**config.mk**
```make
export PLATFORM = sky130hd
export DESIGN_NAME = serial_adder
export DESIGN_NICKNAME = d
export VERILOG_FILES = /design/src/rtl/serial_adder_pkg.sv /design/src/rtl/serial_adder_fa_cell.sv /design/src/rtl/serial_adder.sv
export SDC_FILE = /design/constraint.sdc
export NUM_CORES = 1
export LEC_CHECK = 0
export ABC_CLOCK_PERIOD_IN_PS = 1600
export CAP_MARGIN = 20
export CELL_PAD_IN_SITES_DETAIL_PLACEMENT = 0
export CELL_PAD_IN_SITES_GLOBAL_PLACEMENT = 1
export CORE_MARGIN = 4
export CORE_UTILIZATION = 40
export CTS_BUF_LIST = sky130_fd_sc_hd__clkbuf_4
export DETAILED_ROUTE_END_ITERATION = 8
export GPL_TIMING_DRIVEN = 0
export PLACE_DENSITY_LB_ADDON = 0.05
export SLEW_MARGIN = 20
export SYNTH_ARGS = -nofsm -noshare
export SYNTH_HDL_FRONTEND = slang
export SYNTH_SLANG_ARGS = --single-unit
```
**constraint.sdc**
```tcl
create_clock -name clk -period 1.6 [get_ports clk]
set_input_delay 0.32 -clock clk [delete_from_list [all_inputs] [get_ports clk]]
set_output_delay 0.32 -clock clk [all_outputs]
set_load 0.02 [all_outputs]
```
**src/rtl/serial_adder_pkg.sv**
```systemverilog
// Shared definitions for the bit-serial adder: FSM state encoding and
// the legal operand-width range.
package serial_adder_pkg;

    // State encoding; the unused code 2'd3 is treated as illegal and recovers to IDLE.
    localparam logic [1:0] ST_IDLE  = 2'd0;
    localparam logic [1:0] ST_SHIFT = 2'd1;
    localparam logic [1:0] ST_DONE  = 2'd2;

    typedef enum logic [1:0] {
        S_IDLE    = ST_IDLE,
        S_SHIFT   = ST_SHIFT,
        S_DONE    = ST_DONE,
        S_ILLEGAL = 2'd3
    } state_e;

    // Supported operand widths.
    localparam int WIDTH_MIN = 2;
    localparam int WIDTH_MAX = 32;

    function automatic bit width_legal(input int w);
        return (w >= WIDTH_MIN) && (w <= WIDTH_MAX);
    endfunction

endpackage

```
**src/rtl/serial_adder_fa_cell.sv**
```systemverilog
// One-bit combinational full adder, shared by serial and ripple datapaths.
module fa_cell (
    input  logic a_i,
    input  logic b_i,
    input  logic cin_i,
    output logic s_o,
    output logic cout_o
);

    assign s_o    = a_i ^ b_i ^ cin_i;
    assign cout_o = (a_i & b_i) | (a_i & cin_i) | (b_i & cin_i);

endmodule

```
**src/rtl/serial_adder.sv**
```systemverilog
// Bit-serial adder: adds two WIDTH-bit operands plus carry-in, LSB first,
// one bit per clock through a single full-adder cell and a carry flop.
// Optional feature: define SERIAL_ADDER_OVF_EN to add the signed overflow
// output ovf, updated together with sum.
module serial_adder
    import serial_adder_pkg::*;
#(
    parameter int WIDTH = 8
) (
    input  logic             clk,
    input  logic             rst_n,
    input  logic             start,
    input  logic [WIDTH-1:0] a,
    input  logic [WIDTH-1:0] b,
    input  logic             carry_in,
    output logic             busy,
    output logic             done,
    output logic [WIDTH-1:0] sum,
    output logic             carry_out
`ifdef SERIAL_ADDER_OVF_EN
    ,
    output logic             ovf
`endif
);

    localparam int CNT_W = $clog2(WIDTH + 1);
    localparam logic [CNT_W-1:0] LAST_BIT = CNT_W'(WIDTH - 1);

    generate
        if (!width_legal(WIDTH)) begin : g_width_check
            $error("serial_adder: WIDTH out of supported range");
        end
    endgenerate

    state_e           state_q, state_d;
    logic [WIDTH-1:0] a_sh_q, a_sh_d;
    logic [WIDTH-1:0] b_sh_q, b_sh_d;
    // Holds the WIDTH-1 sum bits produced so far; the final bit joins at the MSB.
    logic [WIDTH-2:0] s_sh_q, s_sh_d;
    logic             c_q, c_d;
    logic [CNT_W-1:0] cnt_q, cnt_d;
    logic [WIDTH-1:0] sum_q, sum_d;
    logic             carry_out_q, carry_out_d;
`ifdef SERIAL_ADDER_OVF_EN
    logic             ovf_q, ovf_d;
`endif

    logic             fa_s;
    logic             fa_cout;
    logic [WIDTH-1:0] s_cat;

    fa_cell u_fa (
        .a_i   (a_sh_q[0]),
        .b_i   (b_sh_q[0]),
        .cin_i (c_q),
        .s_o   (fa_s),
        .cout_o(fa_cout)
    );

    // Newest sum bit enters at the top; after the last bit this is the full result.
    assign s_cat = {fa_s, s_sh_q};

    // Next-state and datapath update for the IDLE/SHIFT/DONE sequencer.
    always_comb begin
        state_d     = state_q;
        a_sh_d      = a_sh_q;
        b_sh_d      = b_sh_q;
        s_sh_d      = s_sh_q;
        c_d         = c_q;
        cnt_d       = cnt_q;
        sum_d       = sum_q;
        carry_out_d = carry_out_q;
`ifdef SERIAL_ADDER_OVF_EN
        ovf_d       = ovf_q;
`endif
        case (state_q)
            S_IDLE, S_DONE: begin
                if (start) begin
                    a_sh_d  = a;
                    b_sh_d  = b;
                    c_d     = carry_in;
                    cnt_d   = '0;
                    state_d = S_SHIFT;
                end else begin
                    state_d = S_IDLE;
                end
            end
            S_SHIFT: begin
                a_sh_d = a_sh_q >> 1;
                b_sh_d = b_sh_q >> 1;
                c_d    = fa_cout;
                s_sh_d = s_cat[WIDTH-1:1];
                cnt_d  = cnt_q + CNT_W'(1);
                if (cnt_q == LAST_BIT) begin
                    state_d     = S_DONE;
                    sum_d       = s_cat;
                    carry_out_d = fa_cout;
`ifdef SERIAL_ADDER_OVF_EN
                    // c_q is the carry into the MSB during the last bit.
                    ovf_d       = c_q ^ fa_cout;
`endif
                end
            end
            default: begin
                state_d = S_IDLE;
            end
        endcase
    end

    // State and datapath registers with synchronous active-low reset.
    always_ff @(posedge clk) begin
        if (!rst_n) begin
            state_q     <= S_IDLE;
            a_sh_q      <= '0;
            b_sh_q      <= '0;
            s_sh_q      <= '0;
            c_q         <= 1'b0;
            cnt_q       <= '0;
            sum_q       <= '0;
            carry_out_q <= 1'b0;
`ifdef SERIAL_ADDER_OVF_EN
            ovf_q       <= 1'b0;
`endif
        end else begin
            state_q     <= state_d;
            a_sh_q      <= a_sh_d;
            b_sh_q      <= b_sh_d;
            s_sh_q      <= s_sh_d;
            c_q         <= c_d;
            cnt_q       <= cnt_d;
            sum_q       <= sum_d;
            carry_out_q <= carry_out_d;
`ifdef SERIAL_ADDER_OVF_EN
            ovf_q       <= ovf_d;
`endif
        end
    end

    assign busy      = (state_q == S_SHIFT);
    assign done      = (state_q == S_DONE);
    assign sum       = sum_q;
    assign carry_out = carry_out_q;
`ifdef SERIAL_ADDER_OVF_EN
    assign ovf       = ovf_q;
`endif

endmodule

```
=== Yosys cells after proc, flatten, opt, wreduce, memory -nomap -nowiden ===
Index checks and enable logic that the tools add are counted.

* Output and inout bits: 11
* Logic and storage cells: 37
* Flip-flop bits (word level): 39
* Input bits: 20

* Bitwise operators: 7
* Add/sub/neg operators: 1
* Eq/ne operators: 5
* Reduce and logical (&&, ||, !) cells: 5
* Multiplexer cells: 11

{| class="wikitable"
|+ Operators by type and width
! operator !! count
|-
| $pmux W8 S2 || 2
|-
| $mux W8 || 2
|-
| $pmux W4 S2 || 1
|-
| $add A4 B1 Y4 const B || 1
|-
| $eq A4 B3 Y1 const B || 1
|-
| $mux W4 || 1
|-
| $pmux W2 S2 || 1
|-
| $reduce_and A2 Y1 || 2
|-
| $and A1 B1 Y1 || 3
|-
| $eq A2 B1 Y1 const B || 1
|-
| $eq A2 B2 Y1 const B || 1
|-
| $logic_not A2 Y1 || 1
|-
| $mux W1 || 2
|-
| $mux W2 || 1
|-
| $ne A2 B1 Y1 const B || 1
|-
| $ne A2 B2 Y1 const B || 1
|-
| $or A1 B1 Y1 || 2
|-
| $pmux W1 S2 || 1
|-
| $reduce_bool A2 Y1 || 1
|-
| $reduce_or A2 Y1 || 1
|-
| $xor A1 B1 Y1 || 2
|}

=== Depth between registers and ports, before layout ===
* Depth in word-level cells: 4
* Mapped depth: 5
* Depth with buffers taken out: 4

=== Modules after synthesis ===
A second synthesis with hierarchy kept.

* Cell total of the unflattened synthesis: 178
* Area total of the unflattened synthesis: 1612.8 sq um

{| class="wikitable"
|+ Modules (own cells, without submodules)
! module !! sequential area each (sq um) !! cells each !! area each (sq um) !! times used
|-
| serial_adder || 780.7 || 177 || 1592.8 || 1
|-
| fa_cell || 0.0 || 1 || 20.0 || 1
|}

=== Least setup slack after synthesis ===
No wires, ideal clock.

* Path type: register -> register
* Start point: register cnt_q[0]
* End point: register carry_out_q (netlist: carry_out)
* Arrival: 1127 ps
* Clock period less this slack: 1198 ps
* Cell stages (with the launch flop): 5
* Slack: 402 ps
* Library setup time: 72 ps
* Data required time: 1528 ps
* Path buffers: 0
* Cell sequence: dfxtp_1 -> ha_1 -> nand3b_1 -> nor2_8 -> mux2i_1

* Longest elaborated chain between the ends: 2

{| class="wikitable"
|+ RTL lines
! element !! line !! text
|-
| start: declaration || serial_adder.sv:41 || <nowiki>logic [CNT_W-1:0] cnt_q, cnt_d;</nowiki>
|-
| start signal: assignment || serial_adder.sv:130 || <nowiki>cnt_q <= cnt_d;</nowiki>
|-
| $eq A4 B3 Y1 || serial_adder.sv:94 || <nowiki>if (cnt_q == LAST_BIT) begin</nowiki>
|-
| $reduce_and A2 Y1 (no source line) || n/a ||
|-
| end signal: assignment || serial_adder.sv:132 || <nowiki>carry_out_q <= carry_out_d;</nowiki>
|-
| end: declaration || serial_adder.sv:43 || <nowiki>logic carry_out_q, carry_out_d;</nowiki>
|}

No other way between the ends.
A chain may end at the register's enable or synchronous reset.

=== Worst setup path after layout ===
* Start point: register state_q[0]
* End point: output port done

* Longest elaborated chain between the ends: 1

{| class="wikitable"
|+ RTL lines
! element !! line !! text
|-
| start: declaration || serial_adder.sv:35 || <nowiki>state_e state_q, state_d;</nowiki>
|-
| start signal: assignment || serial_adder.sv:125 || <nowiki>state_q <= state_d;</nowiki>
|-
| $eq A2 B2 Y1 || serial_adder.sv:140 || <nowiki>assign done = (state_q == S_DONE);</nowiki>
|-
| end: declaration || serial_adder.sv:17 || <nowiki>output logic done,</nowiki>
|}

No other way between the ends.

==> impl_metrics.yaml <==
sta:
  fin_setup_tns_ps: 0
  rsz0062_at_grt: "no"
  final_max_slew_viol_count: 0
  worst_pin_slew_ps: 496
  fin_skew_ps: 16.0
  timing.fmax_mhz: 647
  max-slew-margin-rel: 0.670
  holdWs_ps: 462
  final_hold_viol_count: 0
  setup_viol: 0
  setup_ws_ps: 54.2
  min_period_ps: 1550
  timing.final.crit_share: 0.966
final_layout:
  synthToLayoutAreaGrowth_pct: 29.5
  drive_gt1_frac: 0.125
  antenna_cells: 0
  nNetsFinal: 237
  regArea_um2: 785
  fill_cells: 347
  final_core_util: 0.549
  multiInputGateArea_um2: 733
  final_area_mm2: 0.00207
floorplan:
  fp.dieW_um: 71.2
  die_h_um: 71.2
  die_area_mm2: 0.00507
  ios: 31
  initial_utilization: 0.424
  core.rowCount: 22
  core_mm2: 0.00377
yosys:
  synth_xor_area_frac: 0
  synthAdderAreaFrac: 0.0204
  ys_seq_elements: 39
  syn_area_mm2: 0.00160
  synthTopCellsByArea: "dfxtp_1 (49%), a21oi_1 (8.8%), nand2_1 (8.2%), a22oi_1 (7.0%), mux2i_1 (6.3%)"
  synth-edff-count: 0
  synth_flop_cell: "dfxtp_1"
  syn_area_per_cell_um2: 8.98
  synth_most_common_cell: "dfxtp_1"
  synth_nets: 200
  yosysWarnings: 0
  synth.distinct_cells: 26
  yosysSeqAreaShare: 0.489
  synthTopCellsByCount: "dfxtp_1 (39), nand2_1 (35), a21oi_1 (28)"
  synthMuxAreaShare: 0.0720
  synth-simple-area-share: 0.197
  synthDominantCellAreaShare: 0.489
  synth_cells: 178
  synth_compound_area_frac: 0.166
  synth_top_family_by_area: "simple AND/OR/NAND/NOR gates"
  yosys.area.top_type: "dfxtp_1"
  synth-async-reset-ratio: 0
critical_path:
  required_ps: 1280
  cp_cell_sequence: "and2b_1 > clkdlybuf4s15_1"
  worst_ep_arrival_time_ps: 1230
  worstPathMaxFanout: 4
  critPathMaxStageDelay_ps: 380
  endpoint_kind: "output port"
  cp-start-kind: "flop"
  critPathSlowestCell: "dfxtp_4"
  crit_type: "flop to output port"
placed_design:
  dp_slack_ps: -291
  place_congestion: 0.767
  port_buffers: 30
  place_hpwl_mm: 2.50
  dpl_cell_area_mm2: 0.00196
grt:
  grt_pass1_vias: 1321
  grt-ovfl-total: 0
  grt_max_degree: 19
  grt_pass1_wl_mm: 5.85
  antenna_found_initial: 0
  grtUsageTotal: 0.145
power_and_ir_drop:
  ir_worst_vdd_uv: 839
  power_leakage_nw: 0.799
  powerDensity_mw_per_mm2: 1010
clock_network:
  clkLatencyLatePin_ps: 350
  ctsHoldBuffers: 0
  cts_sinks: 39
  clk_pin_slew_ps: 130
  root_buffer: "clkbuf_4"
  htreeDepth: 2
  cts_buffer_depth: 2
  numCtsBuffers: 5
  cts_tree: "done"
routing:
  ant_nets: 0
  dr.first_iter.drc_count: 78
  totalWireLength_mm: 3.47
  wire_per_inst_um: 13.1
  route.detailed.drc: 0
  vias_per_cell: 5.22
  firstDrtPassIters: 4
  dr_total_vias: 1379
flow_run:
  maxCapViolations: 0
run_status:
  status: "finished clean"
min_path:
  holdCritPathClass: "flop to flop"
==> per-layer routing <==
metal,vias to the layer above,GRT usage,part of all wire
li1,696,-,-
met1,647,0.174,0.46
met2,28,0.242,0.48
met3,8,0.0398,0.044
met4,0,0.0626,0.016
met5,-,0,0
==> report_power, final <==
part / switching (mW) / internal [mW] / leakage [nW]
Combinational: 0.129 / 0.113 / 0.425
Clock: 0.320 / 0.505 / 0.0559
Sequential: 0.0236 / 1.01 / 0.318
Total: 0.472 / 1.63 / 0.799
==> flip-flops by register name, summed over array words and instances (netlist names) <==
register / flops
c_q: 1
a_sh_q: 8
cnt_q: 4
state_q: 2
b_sh_q: 8
sum: 8
carry_out: 1
s_sh_q: 7
==> critical path: cells and delay by family, from the launching register on <==
kind	cells	cell delay, ps
flip-flops	1	380
buffers and inverters	1	300
AND/OR/NAND/NOR	1	200
==> placed cells by master (no fill, tap or decap), types with 2 or more instances in the layout <==
cell type        instances
nand2_1                 35
a21oi_1                 28
bufinv_16                2
a22oi_1                 15
buf_4                    4
dfxtp_1                 38
buf_2                    7
dlygate4sd2_1            9
mux2i_1                 10
clkbuf_4                 6
nand3_1                 20
clkdlybuf4s50_1         19
nand2b_1                 3
==> path summary, 6_finish.rpt <==
check                                              from                  end  slack [ps]  depth (start not counted)
worst max register to register    cnt_q[0]$_SDFFE_PN0P_  sum[6]$_SDFFE_PN0P_         190                          4
worst min-delay path                sum[4]$_SDFFE_PN0P_  sum[4]$_SDFFE_PN0P_         460                          2
worst max-delay path            state_q[0]$_SDFFE_PN0P_                 done          50                          2
worst min register to register      sum[4]$_SDFFE_PN0P_  sum[4]$_SDFFE_PN0P_         460                          2
==> per-stage QoR <==
stage,power [mW],cells
finish,2.10,264
global route,2.20,264
CTS,2.12,264
detailed placement,1.29,256
global placement,1.29,256
floorplan,1.20,178
==> kinds of logic after synthesis <==
logic type | count (synthesis)
compound gates | 44
flops | 39
buf+inv | 16
mux | 11
fa+ha+maj | 2
simple gates | 66
==> repair_timing <==
action | in CTS | in global routing
resized for setup | 16 | 3
setup endpoints to repair | 11 | 1
setup buffers | 1 | 0
==> layout make-up <==
type                       instances  area share
inverter                           2     0.00605
clock buffer                       6      0.0218
multi-input combinational        123       0.354
sequential                        39       0.379
buffer                            13      0.0369
timing repair buffer              31       0.144
clock inverter                     2      0.0290
tap                               48      0.0290
No activity file was read; power rests on OpenSTA's default activity.
